===== config.mk =====
export PLATFORM = sky130hd
export DESIGN_NAME = uart_tx_serial
export DESIGN_NICKNAME = d
export VERILOG_FILES = /design/src/rtl/uart_tx_serial.sv
export SDC_FILE = /design/constraint.sdc
export NUM_CORES = 1
export LEC_CHECK = 0
export ABC_CLOCK_PERIOD_IN_PS = 2390
export CORE_ASPECT_RATIO = 0.8
export CORE_UTILIZATION = 50
export CTS_CLUSTER_SIZE = 24
export DETAILED_ROUTE_END_ITERATION = 10
export GPL_ROUTABILITY_DRIVEN = 0
export GPL_TIMING_DRIVEN = 0
export HOLD_SLACK_MARGIN = 0.02
export PLACE_DENSITY = 0.81
export SYNTH_ARGS = -nofsm -noshare
export SYNTH_HDL_FRONTEND = slang
export SYNTH_SLANG_ARGS = --single-unit
export TNS_END_PERCENT = 1

===== constraint.sdc =====
create_clock -name clk -period 2.39 [get_ports clk]
set_input_delay 0.239 -clock clk [delete_from_list [all_inputs] [get_ports clk]]
set_output_delay 0.239 -clock clk [all_outputs]
set_load 0.02 [all_outputs]

===== src/rtl/uart_tx_serial.sv =====
// 8N1 UART transmitter, CLK_DIV clocks per bit, LSB first.
// Define UART_TX_FIFO_EN for a 4-entry input FIFO; otherwise a single holding register is used.
module uart_tx_serial #(
  parameter int CLK_DIV = 207
) (
  input  logic       clk,
  input  logic       resetn,
  input  logic [7:0] in_byte,
  input  logic       in_valid,
  output logic       in_ready,
  output logic       txd,
  output logic       busy
);
  // state | meaning
  // IDLE  | line idle (1), waiting for a byte
  // START | start bit (0)
  // DATA  | data bits, LSB first
  // STOP  | stop bit (1)
  typedef enum logic [1:0] {IDLE, START, DATA, STOP} state_t;

  localparam logic [15:0] BAUD_LAST = 16'(CLK_DIV - 1);

  state_t      state;
  logic [15:0] baud_cnt;
  logic [2:0]  bit_idx;
  logic [7:0]  shreg;
  logic        baud_end;
  logic        ready_int;
  logic        push;
  logic        pop;
  logic        avail;
  logic [7:0]  head_byte;

  assign baud_end = (baud_cnt == BAUD_LAST);
  assign push     = in_valid & ready_int;
  assign pop      = avail & ((state == IDLE) | ((state == STOP) & baud_end));
  // Flops are held in reset while resetn=0, so only the port needs the gating.
  assign in_ready = ready_int & resetn;

`ifdef UART_TX_FIFO_EN
  logic [7:0] fifo_mem [4];
  logic [1:0] wr_ptr;
  logic [1:0] rd_ptr;
  logic [2:0] count;

  assign ready_int = (count != 3'd4);
  assign avail     = (count != 3'd0);
  assign head_byte = fifo_mem[rd_ptr];

  always_ff @(posedge clk) begin
    if (push) begin
      fifo_mem[wr_ptr] <= in_byte;
    end
  end

  always_ff @(posedge clk or negedge resetn) begin
    if (!resetn) begin
      wr_ptr <= 2'd0;
      rd_ptr <= 2'd0;
      count  <= 3'd0;
    end else begin
      if (push) begin
        wr_ptr <= wr_ptr + 2'd1;
      end
      if (pop) begin
        rd_ptr <= rd_ptr + 2'd1;
      end
      case ({push, pop})
        2'b10:   count <= count + 3'd1;
        2'b01:   count <= count - 3'd1;
        default: count <= count;
      endcase
    end
  end
`else
  logic       hold_valid;
  logic [7:0] hold_byte;

  assign ready_int = (state == IDLE) & ~hold_valid;
  assign avail     = hold_valid;
  assign head_byte = hold_byte;

  always_ff @(posedge clk or negedge resetn) begin
    if (!resetn) begin
      hold_valid <= 1'b0;
      hold_byte  <= 8'h00;
    end else if (push) begin
      hold_valid <= 1'b1;
      hold_byte  <= in_byte;
    end else if (pop) begin
      hold_valid <= 1'b0;
    end
  end
`endif

  always_ff @(posedge clk or negedge resetn) begin
    if (!resetn) begin
      state    <= IDLE;
      baud_cnt <= 16'd0;
      bit_idx  <= 3'd0;
      shreg    <= 8'h00;
      txd      <= 1'b1;
      busy     <= 1'b0;
    end else begin
      case (state)
        IDLE: begin
          baud_cnt <= 16'd0;
          if (avail) begin
            state <= START;
            shreg <= head_byte;
            txd   <= 1'b0;
            busy  <= 1'b1;
          end
        end
        START: begin
          if (baud_end) begin
            baud_cnt <= 16'd0;
            bit_idx  <= 3'd0;
            state    <= DATA;
            txd      <= shreg[0];
            shreg    <= {1'b0, shreg[7:1]};
          end else begin
            baud_cnt <= baud_cnt + 16'd1;
          end
        end
        DATA: begin
          if (baud_end) begin
            baud_cnt <= 16'd0;
            if (bit_idx == 3'd7) begin
              state <= STOP;
              txd   <= 1'b1;
            end else begin
              bit_idx <= bit_idx + 3'd1;
              txd     <= shreg[0];
              shreg   <= {1'b0, shreg[7:1]};
            end
          end else begin
            baud_cnt <= baud_cnt + 16'd1;
          end
        end
        STOP: begin
          if (baud_end) begin
            baud_cnt <= 16'd0;
            bit_idx  <= 3'd0;
            // Chain straight into the next start bit when a byte is waiting.
            if (avail) begin
              state <= START;
              shreg <= head_byte;
              txd   <= 1'b0;
            end else begin
              state <= IDLE;
              busy  <= 1'b0;
            end
          end else begin
            baud_cnt <= baud_cnt + 16'd1;
          end
        end
        default: begin
          state <= IDLE;
          txd   <= 1'b1;
          busy  <= 1'b0;
        end
      endcase
    end
  end

endmodule


== After elaboration in Yosys (flattened, before gate mapping) ==
Index checks and enable logic that the tools add are counted.

* $add $sub $neg: 2
* Multiply operators: 0
* Divide/modulo/power cells: 0
* $lt $le $gt $ge: 0
* Equal/unequal tests: 13
* Shift operators: 0
* Multiplexer cells: 31
* Bitwise logic cells: 7
* Reductions and logical operators: 11

{| class="wikitable"
|+ Operators with widths
! operator !! count
|-
| two-way mux 8 bit || 5
|-
| one-hot mux 16 bit (2 select lines) || 1
|-
| one-hot mux 8 bit (4 select lines) || 1
|-
| adder 16 x 1 -> 16 bit, second input constant || 1
|-
| == test 16 x 8 -> 1 bit, second input constant || 1
|-
| two-way mux 16 bit || 1
|-
| != test 2 bit, second input constant || 7
|-
| AND reduction 4 bit || 3
|-
| two-way mux 1 bit || 11
|-
| two-way mux 2 bit || 5
|-
| two-way mux 3 bit || 3
|-
| one-hot mux 2 bit (4 select lines) || 1
|-
| one-hot mux 3 bit (2 select lines) || 1
|-
| nonzero test 2 bit || 3
|-
| AND 1 bit || 5
|-
| AND reduction 5 bit || 1
|-
| == test 2 bit, second input constant || 2
|-
| one-hot mux 1 bit (4 select lines) || 1
|-
| adder 3 x 1 -> 3 bit, second input constant || 1
|-
| == test 3 bit, second input constant || 1
|-
| AND reduction 3 bit || 1
|-
| OR reduction 3 bit || 1
|-
| == test 2 x 1 -> 1 bit, second input constant || 1
|-
| zero test 2 bit || 1
|-
| other kinds (5) || 5
|}

* Bits in registers: 40
* Latch bits: 0
* RAM bits: 0
* Bits in read-only memories: 0
* Input port bits: 11
* Output and inout bits: 3
* Logic and storage cells: 72
* Memories kept: 0

== Logic depth before layout (Yosys ltp) ==
Gate-level depths: netlist (run 1).

* Depth after elaboration: 6
* Depth in mapped cells: 8
* Mapped depth without buffers: 6

== Worst setup path after synthesis (run 1) ==
No wires, ideal clock.

* Path type: flip-flop to flip-flop
* Start point: register state[1]
* End point: register shreg[0]
* Library setup time: 125 ps
* Arrival time: 1,797 ps
* Required time: 2,265 ps
* Setup slack: 468 ps
* Cell stages (with the launch flop): 7
* Buffers on the path: 1
* Period minus slack after synthesis: 1,922 ps
* Path through: dfrtp_1 > inv_1 > ha_1 > or3_1 > clkbuf_1 > a21oi_4 > mux2_2

* Word-level cells in the longest chain between the ends: 3
* Elaborated cells on any way between the ends: 10
* Classes of those cells: eq/ne (7); mux (1); reduce/logical (2)

{| class="wikitable"
|+ RTL lines
! item !! RTL line !! source
|-
| from (decl) || 23 || <nowiki>state_t state;</nowiki>
|-
| from (signal assigned) || 98 || <nowiki>state <= IDLE;</nowiki>
|-
| from (signal assigned) || 109 || <nowiki>state <= START;</nowiki>
|-
| from (signal assigned) || 119 || <nowiki>state <= DATA;</nowiki>
|-
| == test 2 bit / == test 2 x 1 -> 1 bit (equally long branches) || 105 || <nowiki>case (state)</nowiki>
|-
| != test 2 bit (no line) || n/a ||
|-
| AND reduction 4 bit (no line) || n/a ||
|-
| to (signal assigned) || 110 || <nowiki>shreg <= head_byte;</nowiki>
|-
| to (signal assigned) || 121 || <nowiki>shreg <= {1'b0, shreg[7:1]};</nowiki>
|-
| to (signal assigned) || 135 || <nowiki>shreg <= {1'b0, shreg[7:1]};</nowiki>
|-
| to (decl) || 26 || <nowiki>logic [7:0] shreg;</nowiki>
|}

Several ways; a longest one is shown, not always the timed one.
A chain may end at the register's enable or synchronous reset.

== Worst setup path in the final report (run 1) ==
* Start point: register state[0]
* End point: register shreg[4]

Same word-level chain as after synthesis.

==> out/metrics.cfg, run 1 <==
[synthesis]
syn_area_per_cell_um2 = 11.3
yosys.area.top_type = dfrtp_1
synthAdderAreaFrac_pct = 5.56
yosys.area.top_type_share_pct = 48.2
netlist_instances = 179
ys.flop_type = dfrtp_1
ys_seq_area_share_pct = 49.5
synth_top_family_by_area = simple AND/OR/NAND/NOR gates
ys_ff_latch = 40
ys_top_cells_by_area = dfrtp_1 (48%), mux2_2 (14%), ha_1 (5.6%), xnor2_1 (4.3%), nor2_1 (3.3%)
yosysWarningCount = 0
synth-simple-area-share_pct = 16.1
synth_compound_area_share_pct = 6.92
ys_types = 43
muxShareOfSynthArea_pct = 13.9
syn_nets = 199
syn_area_um2 = 2030
synth_edf_count = 0
synth_xor_area_share_pct = 5.19
async_flop_share_pct = 100

[final_layout]
final_nets = 219
final_common_cell = dfrtp_1
num_antenna_cells = 0
area_delta_synth_final_pct = 15.2
fin_util_pct = 60.9
final_cells = 255
layout_common_cells = dfrtp_1 (39), mux2_2 (25), nor2_1 (18), clkdlybuf4s50_1 (11)
drive_above_1_share_pct = 23.5

[clock_tree]
ctsResizeCount = 0
cts_buffers = 5
cts_tree = done
post_cts_buffers = 0
cts-root-buf = clkbuf_8
clock_sinks = 40
cts.clk_slew.worst_paths_ns = 0.08
ctsHtreeMaxLevel = 2
cts_hold_buf = 0
cts.path.max_buffers = 2
clock_latency_ns = 0.29

[flow_run]
max_cap_violations = 0

[floorplanning]
die_x_um = 73.2
die_y_um = 58.9
coreArea_um2 = 3830
rows = 20
start_util_pct = 52.9
die-area_um2 = 4310
boundaryPins = 14

[worst_setup_path]
cp_top_family = flip-flops
max_stage_delay_ns = 0.41
critPathArrivalTime_ns = 2.31
critPathSlowestCell = dfrtp_1
path_max_fanout = 8
cp-start-kind = register
r2r_cells = 6
r2r_end = shreg[4]$_DFFE_PN0P_
crit_chain = inv_1 -> ha_1 -> or3_1 -> clkbuf_1 -> a21oi_4 -> mux2_2
rrSetupSlack_ns = 0.25
required_ns = 2.56
crit_path_end_kind = register
crit_type = reg -> reg
crit_buf_inv = 2
rr_startpoint = state[0]$_DFFE_PN0P_

[status]
outcome = complete, no violations

[timing]
fmax_mhz = 468
fin_skew_ns = 0.00803
relSlewSlack_pct = 41.4
rsz0062_at_grt = false
min_period_ns = 2.14
period_share_pct = 89.5
fin_setup_tns_ns = 0
setup_violations = 0
worstMarginPinSlew_ns = 0.879
slew_viol_final = 0
hold_violations = 0

[route]
first_pass_iters = 4
vias = 1347
drc = 0
wire_per_inst_um = 13.7
totalWireLength_um = 3490
vias_per_cell = 5.28
initialDrtViolationCount = 92
drt.antenna.violating_nets = 0

[grt]
overflow = 0
antenna_found_initial = 0
grt_start_max_net_pins = 42
grt_pass1_wl_um = 5920
track_usage_pct = 18.2
grt_pass1_vias = 1319

[pwr]
power_density_nw_per_um2 = 534
p_leak_nw = 1.10
max-vdd-ir-drop_mv = 0.400

[worst_hold_path]
hold_path.class = in -> async

[place]
portBuffers = 13
dp_cells = 247
dpl.hpwl_um = 2520

## power breakdown
part	internal (mW)	switching (mW)	leakage [nW]	total, mW
clock network	0.309	0.233	0.0541	0.542
registers	0.676	0	0.535	0.676
logic	0.0136	0.0144	0.512	0.0280
total	0.999	0.247	1.10	1.25
## state kept, by name (all words and copies together) (netlist names)
name       count
bit_idx        3
shreg          8
head_byte      8
baud_cnt      16
avail          1
txd            1
busy           1
state          2
## area by class of cell
type                       instances  area [um2]
buffer                             5        21.3
clock buffer                       5        68.8
clock inverter                     3        42.5
fill                             313        1500
inverter                          10        37.5
multi-input combinational        124         965
sequential                        40        1000
tap                               55        68.8
timing repair buffer              13         128
## worst register-to-register path: cells and delay by family (launching register included)
kind	cells	cell delay [ns]
AO/OA/AOI/OAI	1	0.33
adder cells (fa/ha/maj)	1	0.26
buffers and inverters	2	0.33
flip-flops	1	0.41
multiplexers	1	0.38
AND/OR/NAND/NOR	1	0.31
## metrics by stage
stage,setup WS [ns],area (um2),power [mW],hold WS (ns)
2_1_floorplan,0.468,2030,0.690,-0.0566
3_3_place_gp,-0.828,2220,0.719,0.460
3_5_place_dp,0.279,2220,0.719,0.407
4_1_cts,0.0865,2330,1.26,0.0924
5_1_grt,0.139,2330,1.29,0.138
6_report,0.252,2330,1.25,0.0595
## Yosys cell counts, drive strengths merged (3+ instances only)
master and number:
nand3 6, o21ai 4, dfrtp 39, ha 9
nor4 6, clkbuf 4, a21oi 7, inv 10
nand2 7, nor2 18, nor3 4, or3 3
xnor2 10, mux2 25
## how the worst max path moves through the flow
stage	start	to	slack, ns	cells past startpoint
after floorplan	state[1]$_DFFE_PN0P_	shreg[0]$_DFFE_PN0P_	0.47	6
after global placement	resetn	in_ready	-0.83	3
after detailed placement	resetn	in_ready	0.28	3
after CTS	state[0]$_DFFE_PN0P_	in_ready	0.09	5
after global routing	state[1]$_DFFE_PN0P_	shreg[2]$_DFFE_PN0P_	0.14	6
final	state[0]$_DFFE_PN0P_	shreg[4]$_DFFE_PN0P_	0.25	6
## routing by layer
metal / global-route usage (%) / wire length [um]
met3: 4.11 / 112
met4: 4.20 / 17
met2: 30.3 / 1680
met1: 24.3 / 1680
met5: 0 / 0
## cells by family after synthesis
kind of cell	count (synthesis)
compound gates	20
simple gates	58
xor+xnor	12
mux	25
flops	40
fa+ha+maj	9
buf+inv	15
Power figures use the tool's default switching activity.
==> run 2: changes to the inputs <==
--- a/config.mk
+++ b/config.mk
@@ -7,6 +7,7 @@
 export LEC_CHECK = 0
 export ABC_CLOCK_PERIOD_IN_PS = 2390
 export CORE_ASPECT_RATIO = 0.8
+export CORE_MARGIN = 4
 export CORE_UTILIZATION = 50
 export CTS_CLUSTER_SIZE = 24
 export DETAILED_ROUTE_END_ITERATION = 10
==> run 2 against run 1 <==
Via count rose by 0.74%; final cell count unchanged; fmax rose by 0.92%; combinational power about the same; sequential cell count unchanged; non-clock buffer count unchanged; die area up 19%; register-to-register slack improved by 0.02 ns; hold slack worse by 0.0046 ns; critical path depth unchanged; critical endpoint is now shreg[6]$_DFFE_PN0P_; largest cell class unchanged.
==> out/metrics.cfg, run 2 (synthesized netlist as in run 1, its figures left out) <==
[status]
outcome = complete, no violations  ; unchanged

[grt]
grt_pass1_wl_um = 6160  ; was 5920 um
track_usage_pct = 15.2  ; was 18.2%
grt_start_max_net_pins = 42  ; unchanged
overflow = 0  ; unchanged
antenna_found_initial = 0  ; unchanged
grt_pass1_vias = 1344  ; was 1319

[worst_setup_path]
critPathArrivalTime_ns = 2.30  ; was 2.31 ns
critPathSlowestCell = dfrtp_1  ; unchanged
cp_top_family = flip-flops  ; unchanged
path_max_fanout = 8  ; unchanged
crit_type = reg -> reg  ; unchanged
max_stage_delay_ns = 0.41  ; about the same
cp.depth = 6  ; unchanged
cp-start-kind = register  ; unchanged
crit_buf_inv = 2  ; unchanged
r2r_cells = 6  ; unchanged
required_ns = 2.57  ; was 2.56 ns
crit_path_end_kind = register  ; unchanged
crit_chain = inv_1 -> ha_1 -> or3_1 -> clkbuf_1 -> a21oi_4 -> mux2_2  ; unchanged

[route]
wl_met2_um = 1430  ; was 1680 um
initialDrtViolationCount = 102  ; was 92
highest_layer = met4  ; unchanged
first_pass_iters = 4  ; unchanged
drt.antenna.violating_nets = 0  ; unchanged
wire_per_inst_um = 13.1  ; was 13.7 um
drc = 0  ; unchanged
vias_per_cell = 5.32  ; was 5.28
totalWireLength_um = 3340  ; was 3490 um
wl_met1_um = 1730  ; was 1680 um
vias = 1357  ; was 1347
wl_met3_um = 115  ; was 112 um

[clock_tree]
cts.clk_slew.worst_paths_ns = 0.07  ; was 0.08 ns
cts_tree = done  ; unchanged
ctsResizeCount = 0  ; unchanged
ctsHtreeMaxLevel = 2  ; unchanged
cts.path.max_buffers = 2  ; unchanged
cts-root-buf = clkbuf_8  ; unchanged
cts_hold_buf = 0  ; unchanged
clock_sinks = 40  ; unchanged
clock_latency_ns = 0.29  ; about the same
cts_buffers = 5  ; unchanged
post_cts_buffers = 0  ; unchanged

[timing]
hold_violations = 0  ; unchanged
fmax_mhz = 472  ; was 468 MHz
slew_viol_final = 0  ; unchanged
relSlewSlack_pct = 43.1  ; was 41.4%
worstMarginPinSlew_ns = 0.854  ; was 0.879 ns
rsz0062_at_grt = false  ; unchanged
fin_skew_ns = 0.00329  ; was 0.00803 ns
period_share_pct = 88.7  ; was 89.5%
fin_setup_tns_ns = 0  ; unchanged
min_period_ns = 2.12  ; was 2.14 ns
setup_violations = 0  ; unchanged

[pwr]
pwr-share-clk_pct = 39.5  ; was 43.5%
switching_share_pct = 20.6  ; was 19.9%
max-vdd-ir-drop_mv = 0.367  ; was 0.400 mV
sequentialPowerShare_pct = 58.1  ; was 54.3%
switchingPower_uw = 240  ; was 247 uW
comb_power_share_pct = 2.4  ; was 2.2%
p_leak_nw = 1.09  ; was 1.10 nW
finalPower_mw = 1.16  ; was 1.25 mW
intPower_uw = 924  ; was 999 uW
power_density_nw_per_um2 = 503  ; was 534 nW/um2

[place]
place_area_um2 = 2220  ; unchanged
portBuffers = 13  ; unchanged
dp_cells = 247  ; unchanged
dpl.hpwl_um = 2360  ; was 2520 um

[floorplanning]
boundaryPins = 14  ; unchanged
coreArea_um2 = 3850  ; was 3830 um2
die-area_um2 = 5140  ; was 4310 um2
rows = 20  ; unchanged
die_x_um = 79.2  ; was 73.2 um
die_y_um = 64.9  ; was 58.9 um
start_util_pct = 52.6  ; was 52.9%

[final_layout]
final_cells = 255  ; unchanged
nFillCells = 335  ; was 313
finish.instance_area_um2 = 2320  ; was 2330 um2
area_delta_synth_final_pct = 14.3  ; was 15.2%
num_antenna_cells = 0  ; unchanged
drive_above_1_share_pct = 23.0  ; was 23.5%
regMostFlops = baud_cnt  ; unchanged
largest_register_ffs = 16  ; unchanged
layout_common_cells = dfrtp_1 (39), mux2_2 (25), nor2_1 (18), clkdlybuf4s50_1 (11)  ; unchanged
final_common_cell = dfrtp_1  ; unchanged
final_nets = 219  ; unchanged

[worst_hold_path]
hold_path.class = in -> async  ; unchanged

[flow_run]
max_cap_violations = 0  ; unchanged

-- run 2: cell count changes in the layout (fill, tap and decap cells not counted), sizes merged --
cell / before / now
clkinv: 1 / 0
clkbuf: 9 / 11
bufinv: 1 / 0
-- run 2: cell type report --
| class | instances | area [um2] | area share (%) |
|---|---|---|---|
| clock buffers | 7 | 86.3 | 3.73 |
| clock inverters | 1 | 7.51 | 0.324 |
| repair buffers | 13 | 128 | 5.51 |
| inverters | 10 | 37.5 | 1.62 |
| flip-flops and latches | 40 | 1000 | 43.3 |
| multi-input cells | 124 | 965 | 41.7 |
| plain buffers | 5 | 21.3 | 0.918 |
| well taps | 55 | 68.8 | 2.97 |
-- run 2: per-stage QoR --
step / worst slack (ns) / util [%] / hold WS [ns]
2_1_floorplan: 0.468 / - / -0.0566
3_3_place_gp: -0.791 / 57.7 / 0.454
3_5_place_dp: 0.269 / 57.6 / 0.404
4_1_cts: 0.0943 / 60.0 / 0.0845
5_1_grt: 0.116 / 60.1 / 0.130
6_report: 0.271 / 60.1 / 0.0549
-- run 2: final timing paths --
| path | startpoint | end | slack, ns |
|---|---|---|---|
| worst max-delay path | state[1]$_DFFE_PN0P_ | shreg[6]$_DFFE_PN0P_ | 0.27 |
| worst min-delay path | resetn | head_byte[4]$_DFFE_PN0P_ | 0.05 |
| worst max register to register | state[1]$_DFFE_PN0P_ | shreg[6]$_DFFE_PN0P_ | 0.27 |
| worst min register to register | txd$_DFFE_PN1P_ | txd$_DFFE_PN1P_ | 0.47 |
| max in group asynchronous | resetn | avail$_DFFE_PN0P_ | 1.80 |
| min in group clk | txd$_DFFE_PN1P_ | txd$_DFFE_PN1P_ | 0.47 |
-- run 2: power groups by stage --
stage	clock network [mW]	registers (mW)	logic, mW
CTS	0.473	0.676	0.0291
global placement	0	0.690	0.0296
floorplan	0	0.690	0.000388
detailed placement	0	0.690	0.0291
global route	0.501	0.676	0.0316
finish	0.460	0.676	0.0277
-- run 2: metal layers --
layer | global-route usage, % | vias to the layer above
met3 | 3.06 | 6
li1 | - | 669
met4 | 6.44 | 0
met5 | 0 | -
met1 | 21.6 | 663
met2 | 22.7 | 19
